## src/rtl/instr_fetch_unit_if.sv

```systemverilog
//------------------------------------------------------------------------------
// instr_fetch_unit_if
// Fetch-unit bus: launch handshake, decoder feedback and the PC/status outputs.
// Optional macro: FETCH_CYCLE_CNT_EN (adds cycle_cnt).
// Revision: 1.0 - initial release
//------------------------------------------------------------------------------
`default_nettype none

interface instr_fetch_unit_if #(
    parameter int PC_W  = 10
`ifdef FETCH_CYCLE_CNT_EN
   ,parameter int CNT_W = 16
`endif
);
    logic            start;
    logic [PC_W-1:0] start_addr;
    logic            branch;
    logic            zero;
    logic [PC_W-1:0] target;
    logic            halt;
    logic [PC_W-1:0] prog_ctr;
    logic            fetch_vld;
    logic            done;
`ifdef FETCH_CYCLE_CNT_EN
    logic [CNT_W-1:0] cycle_cnt;
`endif

    // Harness / decoder side
    modport master (
        output start, start_addr, branch, zero, target, halt,
        input  prog_ctr, fetch_vld, done
`ifdef FETCH_CYCLE_CNT_EN
       ,input  cycle_cnt
`endif
    );

    // Fetch unit side
    modport slave (
        input  start, start_addr, branch, zero, target, halt,
        output prog_ctr, fetch_vld, done
`ifdef FETCH_CYCLE_CNT_EN
       ,output cycle_cnt
`endif
    );
endinterface

`default_nettype wire

```

## src/rtl/instr_fetch_unit.sv

```systemverilog
//------------------------------------------------------------------------------
// instr_fetch_unit
// Program counter / fetch sequencer with IDLE/RUN/DONE launch handshake.
// Optional macro: FETCH_CYCLE_CNT_EN (saturating executed-instruction counter).
// Revision: 1.0 - initial release
//------------------------------------------------------------------------------
`default_nettype none

module instr_fetch_unit #(
    parameter int PC_W     = 10,
    parameter int PROG_LEN = 1024
`ifdef FETCH_CYCLE_CNT_EN
   ,parameter int CNT_W    = 16
`endif
) (
    input  wire logic         clk,
    input  wire logic         reset,
    instr_fetch_unit_if.slave bus
);

    localparam logic [1:0] c_ST_IDLE = 2'd0;
    localparam logic [1:0] c_ST_RUN  = 2'd1;
    localparam logic [1:0] c_ST_DONE = 2'd2;

    // One extra bit so the limit 2**PC_W and PC+1 at the top never wrap
    localparam logic [PC_W:0] c_PROG_LEN = (PC_W+1)'(PROG_LEN);

    logic [1:0]      r_state;
    logic [1:0]      w_next_state;
    logic [PC_W-1:0] r_pc;
    logic [PC_W-1:0] w_pc_next;
    logic            r_fetch_vld;
    logic            r_done;

    logic            w_start_ok;
    logic [PC_W:0]   w_pc_inc;
    logic [PC_W:0]   w_run_pc;
    logic            w_runaway;

    assign w_start_ok = bus.start && ({1'b0, bus.start_addr} < c_PROG_LEN);
    assign w_pc_inc   = {1'b0, r_pc} + (PC_W+1)'(1);
    assign w_run_pc   = (bus.branch && bus.zero) ? {1'b0, bus.target} : w_pc_inc;
    assign w_runaway  = (w_run_pc >= c_PROG_LEN);

    always_ff @(posedge clk or posedge reset) begin
        if (reset) begin
            r_state     <= c_ST_IDLE;
            r_pc        <= '0;
            r_fetch_vld <= 1'b0;
            r_done      <= 1'b0;
        end else begin
            r_state     <= w_next_state;
            r_pc        <= w_pc_next;
            r_fetch_vld <= (w_next_state == c_ST_RUN);
            r_done      <= (w_next_state == c_ST_DONE);
        end
    end

    always_comb begin
        w_next_state = r_state;
        case (r_state)
            c_ST_IDLE, c_ST_DONE: begin
                if (w_start_ok)
                    w_next_state = c_ST_RUN;
            end
            c_ST_RUN: begin
                if (bus.halt || w_runaway)
                    w_next_state = c_ST_DONE;
            end
            default: w_next_state = c_ST_IDLE;
        endcase
    end

`ifdef FETCH_CYCLE_CNT_EN
    logic             w_cnt_clr;
    logic             w_cnt_inc;
    logic [CNT_W-1:0] r_cnt;
`endif

    always_comb begin
        w_pc_next = r_pc;
`ifdef FETCH_CYCLE_CNT_EN
        w_cnt_clr = 1'b0;
        w_cnt_inc = 1'b0;
`endif
        case (r_state)
            c_ST_IDLE, c_ST_DONE: begin
                if (w_start_ok) begin
                    w_pc_next = bus.start_addr;
`ifdef FETCH_CYCLE_CNT_EN
                    w_cnt_clr = 1'b1;
`endif
                end
            end
            c_ST_RUN: begin
                // Halt or a runaway next PC freezes the PC on the last instruction
                if (!bus.halt && !w_runaway)
                    w_pc_next = w_run_pc[PC_W-1:0];
`ifdef FETCH_CYCLE_CNT_EN
                w_cnt_inc = 1'b1;
`endif
            end
            default: w_pc_next = r_pc;
        endcase
    end

`ifdef FETCH_CYCLE_CNT_EN
    always_ff @(posedge clk or posedge reset) begin
        if (reset)
            r_cnt <= '0;
        else if (w_cnt_clr)
            r_cnt <= '0;
        else if (w_cnt_inc && (r_cnt != {CNT_W{1'b1}}))
            r_cnt <= r_cnt + CNT_W'(1);
    end

    assign bus.cycle_cnt = r_cnt;
`endif

    assign bus.prog_ctr  = r_pc;
    assign bus.fetch_vld = r_fetch_vld;
    assign bus.done      = r_done;

endmodule

`default_nettype wire

```

## src/flat_wrapper.sv

```systemverilog
// flat-port wrapper written by rule: the top's interface ports become plain ports
module instr_fetch_unit_flat 
#(
    parameter int PC_W     = 10,
    parameter int PROG_LEN = 1024

)
  (clk, reset, bus_start, bus_start_addr, bus_branch, bus_zero, bus_target, bus_halt, bus_prog_ctr, bus_fetch_vld, bus_done);
  instr_fetch_unit_if #(.PC_W(PC_W)) bus_i ();
  input  wire logic clk;
  input  wire logic reset;
  input wire logic [$bits(bus_i.start)-1:0] bus_start;
  input wire logic [$bits(bus_i.start_addr)-1:0] bus_start_addr;
  input wire logic [$bits(bus_i.branch)-1:0] bus_branch;
  input wire logic [$bits(bus_i.zero)-1:0] bus_zero;
  input wire logic [$bits(bus_i.target)-1:0] bus_target;
  input wire logic [$bits(bus_i.halt)-1:0] bus_halt;
  output wire logic [$bits(bus_i.prog_ctr)-1:0] bus_prog_ctr;
  output wire logic [$bits(bus_i.fetch_vld)-1:0] bus_fetch_vld;
  output wire logic [$bits(bus_i.done)-1:0] bus_done;
  assign bus_i.start = bus_start;
  assign bus_i.start_addr = bus_start_addr;
  assign bus_i.branch = bus_branch;
  assign bus_i.zero = bus_zero;
  assign bus_i.target = bus_target;
  assign bus_i.halt = bus_halt;
  assign bus_prog_ctr = bus_i.prog_ctr;
  assign bus_fetch_vld = bus_i.fetch_vld;
  assign bus_done = bus_i.done;
  instr_fetch_unit #(.PC_W(PC_W), .PROG_LEN(PROG_LEN)) u_core (.clk(clk), .reset(reset), .bus(bus_i));
endmodule
```

## config.mk

```make
export PLATFORM = sky130hd
export DESIGN_NAME = instr_fetch_unit_flat
export DESIGN_NICKNAME = d
export VERILOG_FILES = /design/src/rtl/instr_fetch_unit_if.sv /design/src/rtl/instr_fetch_unit.sv /design/src/flat_wrapper.sv
export SDC_FILE = /design/constraint.sdc
export NUM_CORES = 1
export LEC_CHECK = 0
export BUFFER_PORTS_ARGS = -buffer_cell sky130_fd_sc_hd__buf_2
export CAP_MARGIN = 20
export CORE_ASPECT_RATIO = 1.1
export CORE_UTILIZATION = 35
export CTS_BUF_LIST = sky130_fd_sc_hd__clkbuf_8
export DETAILED_ROUTE_END_ITERATION = 7
export GPL_TIMING_DRIVEN = 0
export PLACE_DENSITY_LB_ADDON = 0.2
export SETUP_SLACK_MARGIN = 0.4
export SLEW_MARGIN = 0
export SYNTH_ARGS = -nofsm -noshare
export SYNTH_HDL_FRONTEND = slang
export SYNTH_SLANG_ARGS = --single-unit
```

## constraint.sdc

```tcl
create_clock -name clk -period 4.1 [get_ports clk]
set_input_delay 0.615 -clock clk [delete_from_list [all_inputs] [get_ports clk]]
set_output_delay 0.615 -clock clk [all_outputs]
set_load 0.01 [all_outputs]
```

Word level (Yosys, flattened, before mapping)
Index checks and enable logic that the tools add are counted.

word-level totals
  bits of input ports = 26
  logic and storage cells = 28
  register bits = 14

cells by class
  eq/ne operators = 6
  reduce and logical (&&, ||, !) cells = 9
  mux-type cells = 7
  $add $sub $neg = 1
  $lt $le $gt $ge = 1

operators with widths
  kind                   count
  $mux 10                2
  $pmux 10 s2            1
  $add 10x1->11 const B  1
  $ge 11x11->1 const B   1
  $mux 11                1
  $eq 2x1->1 const B     2
  $eq 2x2->1 const B     2
  $mux 2                 2
  $pmux 2 s2             1
  $reduce_and 3->1       1
  $logic_and 1x1->1      2
  $logic_not 1->1        2
  $logic_not 2->1        1
  $ne 2x1->1 const B     1
  $ne 2x2->1 const B     1
  $reduce_bool 2->1      1
  $reduce_or 2->1        1
  $logic_or 1x1->1       1

Longest topological paths before layout
Gate-level depths: netlist of the first run.

  word-level depth = 7
  depth in mapped cells = 6
  mapped depth without buffers = 6

Worst setup path after synthesis of the first run
Ideal clock, no wire load.

  kind = flip-flop to flip-flop
  start = register u_core.r_pc[0], in the netlist u_core.bus.prog_ctr[0]
  end = register u_core.r_pc[1], in the netlist u_core.bus.prog_ctr[1]
  library setup time = 0.125 ns
  period minus slack after synthesis = 1.955 ns
  path buffers = 0
  path slack = 2.145 ns
  stages on the path, launching flop included = 7
  arrival = 1.830 ns
  path through = dfrtp_1 > ha_1 > nand3_2 > o41a_4 > nor2_8 > inv_4 > mux2_4

between the ends
  cells in the longest elaborated chain, start to end = 7
  elaborated cells on any way between the ends = 9
  classes of those cells = 1 x add/sub; 1 x order compare; 1 x eq/ne; 3 x mux; 3 x reduce/logical

RTL lines
  item                               line                    RTL
  from (decl)                        instr_fetch_unit.sv:30  logic [PC_W-1:0] r_pc;
  from (signal assigned)             instr_fetch_unit.sv:53  r_pc <= w_pc_next;
  $add 10x1->11 (*)                  instr_fetch_unit.sv:41  assign w_pc_inc = {1'b0, r_pc} + (PC_W+1)'(1);
  $mux 11 (*)                        instr_fetch_unit.sv:42  assign w_run_pc = (bus.branch && bus.zero) ? {1'b0, bus.target} : w_pc_inc;
  $ge 11x11->1                       instr_fetch_unit.sv:43  assign w_runaway = (w_run_pc >= c_PROG_LEN);
  $logic_not 1->1                    instr_fetch_unit.sv:97  if (!bus.halt && !w_runaway)
  $logic_and 1x1->1                  instr_fetch_unit.sv:97
  $ne 2x1->1 (no source line)        n/a
  $reduce_and 3->1 (no source line)  n/a

Every way passes the cells marked *; elsewhere a longest branch is shown, timed or not. The select of a mux whose other input is x is not followed.
A chain may end at the register's enable or synchronous reset.

Worst setup path after layout of the first run
Same ends and word-level chain as after synthesis.

==> impl_metrics.ini, run 1 <==
[layout]
finalCoreUtilization_pct = 46.8
fillers = 291
nNetsFinal = 186
syn2layout_area_growth_pct = 27.6
drive_above_1_share_pct = 31.6
layout.area.seq_sq_um = 350
stdcell_count = 191
multi_input_area_sq_um = 621
n_antenna_cell = 0

[yosys]
synth_area_sq_mm = 0.00102
synth_cells = 117
synth_async_sr_flop_share_pct = 100
synth_largest_type_area_fraction_pct = 34.4
yosysSeqAreaShare_pct = 34.4
ys_ff_latch = 14
syn_nets = 144
netlist_top_cells_area = dfrtp_1 34%, o21ai_0 6.9%, nand2_1 4.0%
synth_flop_cell = dfrtp_1
syn_avg_cell_area_sq_um = 8.72
netlist_top_cells_count = 14 x dfrtp_1, 14 x o21ai_0, 11 x nand2_1
synth_largest_area_cell = dfrtp_1
synth_edf_count = 0
ys_warn_count = 0
yosysUniqueCellTypes = 43

[global_route]
grt_max_degree = 15
grt_pass1_wl_microns = 4610
antenna_found_initial = 0
grt_remaining_overflow = 0
grt_pass1_vias = 986
grt_use_total_pct = 20.5

[die]
core_sq_mm = 0.00278
initial_core_util_pct = 36.7
die_h_microns = 58.6
ios = 38
dieArea_sq_mm = 0.00313
num_rows = 20
die_w_microns = 53.5

[timing]
drv_slew = 0
hold_viol = 0
period_minus_slack_ns = 2.12
maxSlewHeadroom_pct = 59.6
tns_ns = 0
fmax_mhz = 473
tightest_slew_ns = 0.599
clock_skew_ns = 0.00497
finalSetupViolations = 0
rsz0062_at_grt = false
period_share_pct = 51.6
fin_ws_ns = 1.98

[routing]
drt-initial-drc-count = 22
drc = 0
drt-wirelength-per-cell_microns = 14.5
wirelength_microns = 2760
first_pass_iters = 4
ant_nets = 0
vias = 1064
viasPerCell = 5.57

[clock_tree]
cts.htree.levels = 1
clk_latency_ns = 0.25
post_cts_resized = 0
cts-buffers-inserted = 3
postCtsHoldBufs = 0
cts.sinks = 14
root_buffer = clkbuf_8
cts_tree = built
postCtsSetupBuffers = 0
path_clk_slew_ns = 0.07
max-clock-path-buffers = 2

[setup_path]
crit_path_end_kind = flip-flop
startpoint_type = flip-flop
regToRegSetupSlack_ns = 1.98
critPathCapture = u_core.bus.prog_ctr[1]
cp_cell_sequence = ha_1, nand3_2, o41a_4, nor2_8, inv_4, mux2_4
setup.worst_path.start = u_core.bus.prog_ctr[0]
r2r-start = u_core.bus.prog_ctr[0]
worstSetupPathType = reg2reg
crit_path_max_incr_delay_ns = 0.56
rr_endpoint = u_core.bus.prog_ctr[1]
cpMaxStageDelayCell = o41a_4
worstPathArrival_ns = 2.26
cp_max_fo = 10
reg2regPathDepth = 6
crit_required_ns = 4.24

[placement]
dp.cells = 187
place_ws_ns = 1.99
portBuffers = 37
gp_congestion = 0.766
hpwl_microns = 2040

[worst_hold_path]
worstHoldPathType = in2async

[run_status]
status = finished clean

[power]
power_w = 0.000801
ir_drop_mv = 0.338
powerDensity_mw_per_mm2 = 616
p_leak_nw = 0.593

[job]
cap_violations = 0
worst min path at each step:
| stage | startpoint | end | slack [ns] | depth (start not counted) |
|---|---|---|---|---|
| 3_5_place_dp | u_core.bus.prog_ctr[9] | u_core.bus.prog_ctr[9] | 0.54 | 1 |
| 4_1_cts | reset | u_core.bus.prog_ctr[2] | 0.44 | 2 |
| 2_1_floorplan | reset | u_core.bus.done | 0.50 | 1 |
| 5_1_grt | reset | u_core.bus.prog_ctr[2] | 0.47 | 2 |
| 3_3_place_gp | u_core.bus.prog_ctr[9] | u_core.bus.prog_ctr[9] | 0.53 | 1 |
| 6_report | reset | u_core.bus.prog_ctr[3] | 0.42 | 2 |
where the power goes:
group	switching [W]	internal (W)	total [W]	leakage, nW
combinational	0.000205	0.000175	0.000380	0.399
clock	0.0000560	0.0000853	0.000141	0.0288
sequential	0.0000861	0.000194	0.000280	0.166
worst max-delay path, delay by kind of cell, from the launching register on:
| kind | cells | cell delay, ns |
|---|---|---|
| compound gates | 1 | 0.56 |
| simple gates | 2 | 0.28 |
| flops | 1 | 0.51 |
| buf+inv | 1 | 0.07 |
| fa+ha+maj | 1 | 0.27 |
| mux | 1 | 0.29 |
cell usage in the layout (no fill, tap or decap), types with 2 or more instances in the layout:
cell,count
nor2_1,2
buf_2,38
and3_1,2
clkbuf_1,5
dfrtp_1,14
nand3_1,6
nand4_1,3
o2bb2ai_1,2
a21oi_1,3
clkbuf_8,4
a32oi_1,2
o21ai_0,14
and4_1,3
a31oi_1,3
nand2_1,11
nor2b_1,2
nand2b_1,2
nor3_1,7
o22a_1,4
mux2_4,2
xor2_1,2
inv_1,5
per-layer routing:
metal / track usage [%] / vias up / wire length [microns]
met5: 0 / - / 0
met4: 7.89 / 0 / 42
met3: 2.58 / 5 / 123
met2: 31.6 / 26 / 1330
met1: 28.8 / 505 / 1270
li1: - / 528 / -
state kept, by name, summed over array words and instances (netlist names):
| name | cells |
|---|---|
| u_core.bus.prog_ctr | 10 |
| u_core.r_state | 2 |
| u_core.bus.done | 1 |
| u_core.bus.fetch_vld | 1 |
logic make-up after synthesis:
kind of cell             synth area share [%]
XOR/XNOR                                 2.58
flip-flops                               34.4
AO/OA/AOI/OAI                            28.1
multiplexers                             3.93
adder cells (fa/ha/maj)                  1.23
buffers and inverters                    4.79
AND/OR/NAND/NOR                          25.0
area by class of cell:
cell class	count	area share [%]
multi-input combinational	91	47.7
sequential	14	26.9
timing repair buffer	37	14.2
clock buffer	4	4.23
tap	33	3.17
inverter	6	1.92
buffer	6	1.83
metrics by stage:
step | hold slack, ns | cell area, sq um
floorplan | 0.504 | 1020
global placement | 0.528 | 1250
detailed placement | 0.538 | 1250
CTS | 0.436 | 1300
global route | 0.467 | 1300
finish | 0.415 | 1300
Power figures use the tool's default switching activity.
==> run 2, diff against run 1 <==
==> constraint.sdc (replaced) <==
create_clock -name clk -period 1.8 [get_ports clk]
set_input_delay 0.27 -clock clk [delete_from_list [all_inputs] [get_ports clk]]
set_output_delay 0.27 -clock clk [all_outputs]
set_load 0.01 [all_outputs]
==> run 2 against run 1 <==
  * Maximum frequency up 20%
  * Non-clock buffer count up 16
  * Die area unchanged
  * Via count up 10%
  * Critical endpoint is now u_core.bus.prog_ctr[2]
  * Register-to-register slack worse by 2.0 ns
  * First-iteration DRC count up 77%
  * Power rose to 2.7 times the previous value
  * Clock skew down 0.0015 ns
  * Critical path depth unchanged
  * Utilization up 7.7 points
==> impl_metrics.ini, run 2 (synthesized netlist as in run 1, its figures left out) <==
[routing]
drc = 0
ant_nets = 0
vias = 1172
first_pass_iters = 4
drt-initial-drc-count = 39
viasPerCell = 5.66
drt-wirelength-per-cell_microns = 15.1
wirelength_microns = 3130

[worst_hold_path]
worstHoldPathType = in2async

[setup_path]
startpoint_type = flip-flop
worstPathArrival_ns = 1.90
reg2regPathDepth = 6
worstSetupPathType = reg2reg
crit_path_end_kind = flip-flop
cp_max_fo = 6
crit_required_ns = 1.93

[layout]
layout.area.seq_sq_um = 357
drive_above_1_share_pct = 44.8
nNetsFinal = 202
syn2layout_area_growth_pct = 48.6
multi_input_area_sq_um = 691
fillers = 252
fin_area_sq_mm = 0.00152
final_cell_mix = 37 x buf_2, 14 x o21ai_0, 11 x nand2_1, 11 x buf_4, 9 x dfrtp_1
largest_reg_flops = 10
final_common_cell = buf_2
n_antenna_cell = 0

[clock_tree]
cts.htree.levels = 1
cts.sinks = 14
path_clk_slew_ns = 0.06
cts-buffers-inserted = 3
root_buffer = clkbuf_8
postCtsHoldBufs = 0
clk_latency_ns = 0.25
cts_tree = built
max-clock-path-buffers = 2

[timing]
fin_ws_ns = 0.0304
clock_skew_ns = 0.00344
rsz0062_at_grt = true
maxSlewHeadroom_pct = 60.7
hold_viol = 0
period_minus_slack_ns = 1.77
tightest_slew_ns = 0.589
tns_ns = 0
finalSetupViolations = 0
drv_slew = 0
fmax_mhz = 565
period_share_pct = 98.3

[global_route]
antenna_found_initial = 0
grt_pass1_wl_microns = 4940
grt_remaining_overflow = 0
grt_pass1_vias = 1117
grt_max_degree = 15
grt_use_total_pct = 21.7

[placement]
portBuffers = 37
hpwl_microns = 2070
placed_area_sq_mm = 0.00127
gp_congestion = 0.773
place_ws_ns = -0.105

[die]
die_w_microns = 53.5
initial_core_util_pct = 36.7
core_sq_mm = 0.00278
die_h_microns = 58.6
dieArea_sq_mm = 0.00313
num_rows = 20
ios = 38

[power]
p_leak_nw = 0.682
powerDensity_mw_per_mm2 = 1410
ir_drop_mv = 0.718

[run_status]
status = finished clean

[job]
cap_violations = 0
==> run 2: per-stage QoR <==
step | power, W | std cells | utilization [%] | hold slack [ns]
final | 0.00213 | 207 | 54.5 | 0.0673
after global routing | 0.00227 | 207 | 54.5 | 0.132
after CTS | 0.00205 | 205 | 52.7 | 0.0947
after detailed placement | 0.00156 | 187 | 45.7 | 0.362
after global placement | 0.00153 | 187 | 45.7 | 0.354
after floorplan | 0.00126 | 117 | - | 0.159
==> run 2: power breakdown <==
group / total [W] / switching, W / internal (W) / leakage [nW]
sequential: 0.000643 / 0.000189 / 0.000455 / 0.161
clock: 0.000272 / 0.000121 / 0.000151 / 0.0269
combinational: 0.00122 / 0.000613 / 0.000604 / 0.494
==> run 2: path summary, 6_finish.rpt <==
| path | slack (ns) | end | startpoint |
|---|---|---|---|
| worst min register to register | 0.59 | u_core.bus.done | u_core.r_state[1] |
| worst max-delay path | 0.03 | u_core.bus.prog_ctr[2] | u_core.bus.prog_ctr[0] |
| min in group clk | 0.26 | u_core.bus.prog_ctr[0] | bus_start_addr[0] |
| max in group asynchronous | 1.32 | u_core.bus.prog_ctr[7] | reset |
| worst max register to register | 0.03 | u_core.bus.prog_ctr[2] | u_core.bus.prog_ctr[0] |
| worst min-delay path | 0.07 | u_core.bus.prog_ctr[1] | reset |
==> run 2: routing by layer <==
layer	global-route usage (%)	up-vias	share of wire [%]
li1	-	562	-
met1	26.8	558	42
met2	36.8	44	50
met3	1.81	8	5.6
met4	11.3	0	2.4
met5	0	-	0
==> run 2: cell type report <==
class,count,share of cell area (%)
clock buffers,3,2.73
well taps,33,2.73
multi-input cells,91,45.6
plain buffers,6,1.98
flip-flops and latches,14,23.5
inverters,6,1.82
repair buffers,53,21.4
clock inverters,1,0.248
==> run 2: critical path, stage by stage, from the launching register on <==
cell	delay, ns
dfrtp_2	0.40
ha_4	0.15
nand3_4	0.06
o41a_4	0.52
nor2_8	0.16
inv_6	0.06
mux2_4	0.29
==> run 2: timing repair <==
item / in CTS / in global routing
pin swaps: 11 / 3
gates resized for setup: 13 / 7
buffers inserted: 14 / 2
setup endpoints to repair: 14 / 14
==> run 3, diff against run 2 <==
--- a/config.mk
+++ b/config.mk
@@ -11,8 +11,8 @@
 export CORE_UTILIZATION = 35
 export CTS_BUF_LIST = sky130_fd_sc_hd__clkbuf_8
 export DETAILED_ROUTE_END_ITERATION = 7
-export GPL_TIMING_DRIVEN = 0
 export PLACE_DENSITY_LB_ADDON = 0.2
+export RECOVER_POWER = 100
 export SETUP_SLACK_MARGIN = 0.4
 export SLEW_MARGIN = 0
 export SYNTH_ARGS = -nofsm -noshare
==> run 3 against run 2 <==
  * Cell area shrank 3.4%
  * Power decreased by 3.5%
  * Sequential cell count unchanged
  * Sequential share of layout area rose by 0.57 points
  * Clock-buffer cell count is the same
  * Clock power hardly changed
  * Register-to-register slack improved by 0.07 ns
  * Critical path type unchanged
  * Largest power group unchanged
  * Highest routed layer unchanged
==> impl_metrics.ini, run 3 (synthesized netlist as in run 1, its figures left out) <==
[layout]
layout.area.seq_sq_um = 353
final_cell_mix = 33 x buf_2, 12 x o21ai_0, 12 x clkbuf_1, 12 x dfrtp_1, 11 x nand2_1
drive_above_1_share_pct = 37.0
final_common_cell = buf_2
n_antenna_cell = 0
largest_reg_flops = 10
nNetsFinal = 201
syn2layout_area_growth_pct = 43.6
fillers = 284
multi_input_area_sq_um = 686

[clock_tree]
root_buffer = clkbuf_8
cts_tree = built
clk_latency_ns = 0.24
cts.htree.levels = 1
postCtsHoldBufs = 0
cts.sinks = 14
cts-buffers-inserted = 3
path_clk_slew_ns = 0.06
max-clock-path-buffers = 2

[job]
cap_violations = 0

[placement]
portBuffers = 37
gp_congestion = 0.874
place_ws_ns = 0.0508
hpwl_microns = 2370

[global_route]
grt_pass1_wl_microns = 5320
antenna_found_initial = 0
grt_remaining_overflow = 0
grt_pass1_vias = 1136
grt_use_total_pct = 24.0
grt_max_degree = 15

[die]
die_w_microns = 53.5
dieArea_sq_mm = 0.00313
num_rows = 20
core_sq_mm = 0.00278
initial_core_util_pct = 36.7
ios = 38
die_h_microns = 58.6

[setup_path]
cp_cell_sequence = a21bo_4, o41a_4, nor2_8, inv_6, mux2_1
cp_max_fo = 6
cpMaxStageDelayCell = o41a_4
worstSetupPathType = reg2reg
startpoint_type = flip-flop
crit_path_max_incr_delay_ns = 0.51
crit_path_end_kind = flip-flop
worstPathArrival_ns = 1.83
crit_required_ns = 1.93

[timing]
hold_viol = 0
fmax_mhz = 589
clock_skew_ns = 0.00125
maxSlewHeadroom_pct = 61.3
tns_ns = 0
tightest_slew_ns = 0.579
finalSetupViolations = 0
drv_slew = 0
rsz0062_at_grt = true
period_minus_slack_ns = 1.70
fin_ws_ns = 0.103
period_share_pct = 94.3

[routing]
ant_nets = 0
drc = 0
drt-wirelength-per-cell_microns = 16.1
drt-initial-drc-count = 33
viasPerCell = 5.58
wirelength_microns = 3310
vias = 1149
first_pass_iters = 4

[power]
intPower_w = 0.00114
p_leak_nw = 0.644
power.share.switching_pct = 44.6
power_frac_clock_pct = 13.2
power.share.combinational_pct = 59.7
seq_power_share_pct = 27.1
p_sw_w = 0.000918
ir_drop_mv = 0.650
powerDensity_mw_per_mm2 = 1410

[run_status]
status = finished clean

[worst_hold_path]
worstHoldPathType = in2async
-- run 3: changes by cell type in the layout (fill, tap and decap cells not counted), moves of 2 or more --
cell      previous run  this run
clkbuf_1             5        12
o21ai_2              0         2
inv_2                2         0
dfrtp_2              5         2
dfrtp_1              9        12
buf_2               37        33
o21ai_0             14        12
mux2_1               0         2
clkbuf_4             0         2
inv_1                4         6
mux2_4               2         0
buf_6                6         1
-- run 3: through the flow --
stage / std cells / util, % / area (sq um) / total power (W) / hold WS (ns)
after floorplan: 117 / - / 1040 / 0.00126 / 0.159
after global placement: 195 / 48.6 / 1350 / 0.00172 / 0.344
after detailed placement: 195 / 48.6 / 1350 / 0.00175 / 0.363
after CTS: 205 / 53.1 / 1470 / 0.00211 / 0.102
after global routing: 206 / 52.7 / 1460 / 0.00221 / 0.137
final: 206 / 52.7 / 1460 / 0.00206 / 0.0738
-- run 3: power groups by stage --
| stage | clock [W] | combinational, W | sequential (W) |
|---|---|---|---|
| 3_5_place_dp | 0 | 0.00118 | 0.000569 |
| 5_1_grt | 0.000282 | 0.00135 | 0.000572 |
| 3_3_place_gp | 0 | 0.00116 | 0.000562 |
| 4_1_cts | 0.000269 | 0.00128 | 0.000557 |
| 6_report | 0.000271 | 0.00123 | 0.000559 |
| 2_1_floorplan | 0 | 0.000577 | 0.000683 |
-- run 3: path summary, 6_finish.rpt --
kind                       cells after the start                      to  slack (ns)                   start
max in group asynchronous                      2  u_core.bus.prog_ctr[1]        1.32                   reset
min                                            2  u_core.bus.prog_ctr[8]        0.07                   reset
max                                            5  u_core.bus.prog_ctr[2]        0.10  u_core.bus.prog_ctr[9]
min reg2reg                                    2  u_core.bus.prog_ctr[9]        0.60  u_core.bus.prog_ctr[9]
max reg2reg                                    5  u_core.bus.prog_ctr[2]        0.10  u_core.bus.prog_ctr[9]
min in group clk                               3  u_core.bus.prog_ctr[0]        0.31       bus_start_addr[0]
-- run 3: metal layers --
metal	GRT usage [%]	part of all wire, %
met5	0	0
met4	10.5	1.6
met3	3.88	4.3
met2	39.1	49
met1	30.6	45
-- run 3: timing repair --
item,4_1_cts,5_1_grt
gates cloned,0,0
setup endpoints to repair,12,14
pin swaps,2,2
gates resized for setup,9,4
buffers inserted,6,1
-- run 3: worst max-delay path, delay by kind of cell, from the launching register on --
| kind | cells | cell delay [ns] |
|---|---|---|
| flip-flops | 1 | 0.34 |
| AO/OA/AOI/OAI | 2 | 0.75 |
| AND/OR/NAND/NOR | 1 | 0.13 |
| buffers and inverters | 1 | 0.05 |
| multiplexers | 1 | 0.30 |
-- run 3: cell type report --
cell class / instances / share of cell area [%]
Sequential cell: 14 / 24.1
Clock inverter: 1 / 0.256
Inverter: 6 / 1.88
Tap cell: 33 / 2.82
Multi-Input combinational cell: 91 / 46.8
Timing Repair Buffer: 58 / 21.3
Clock buffer: 3 / 2.82
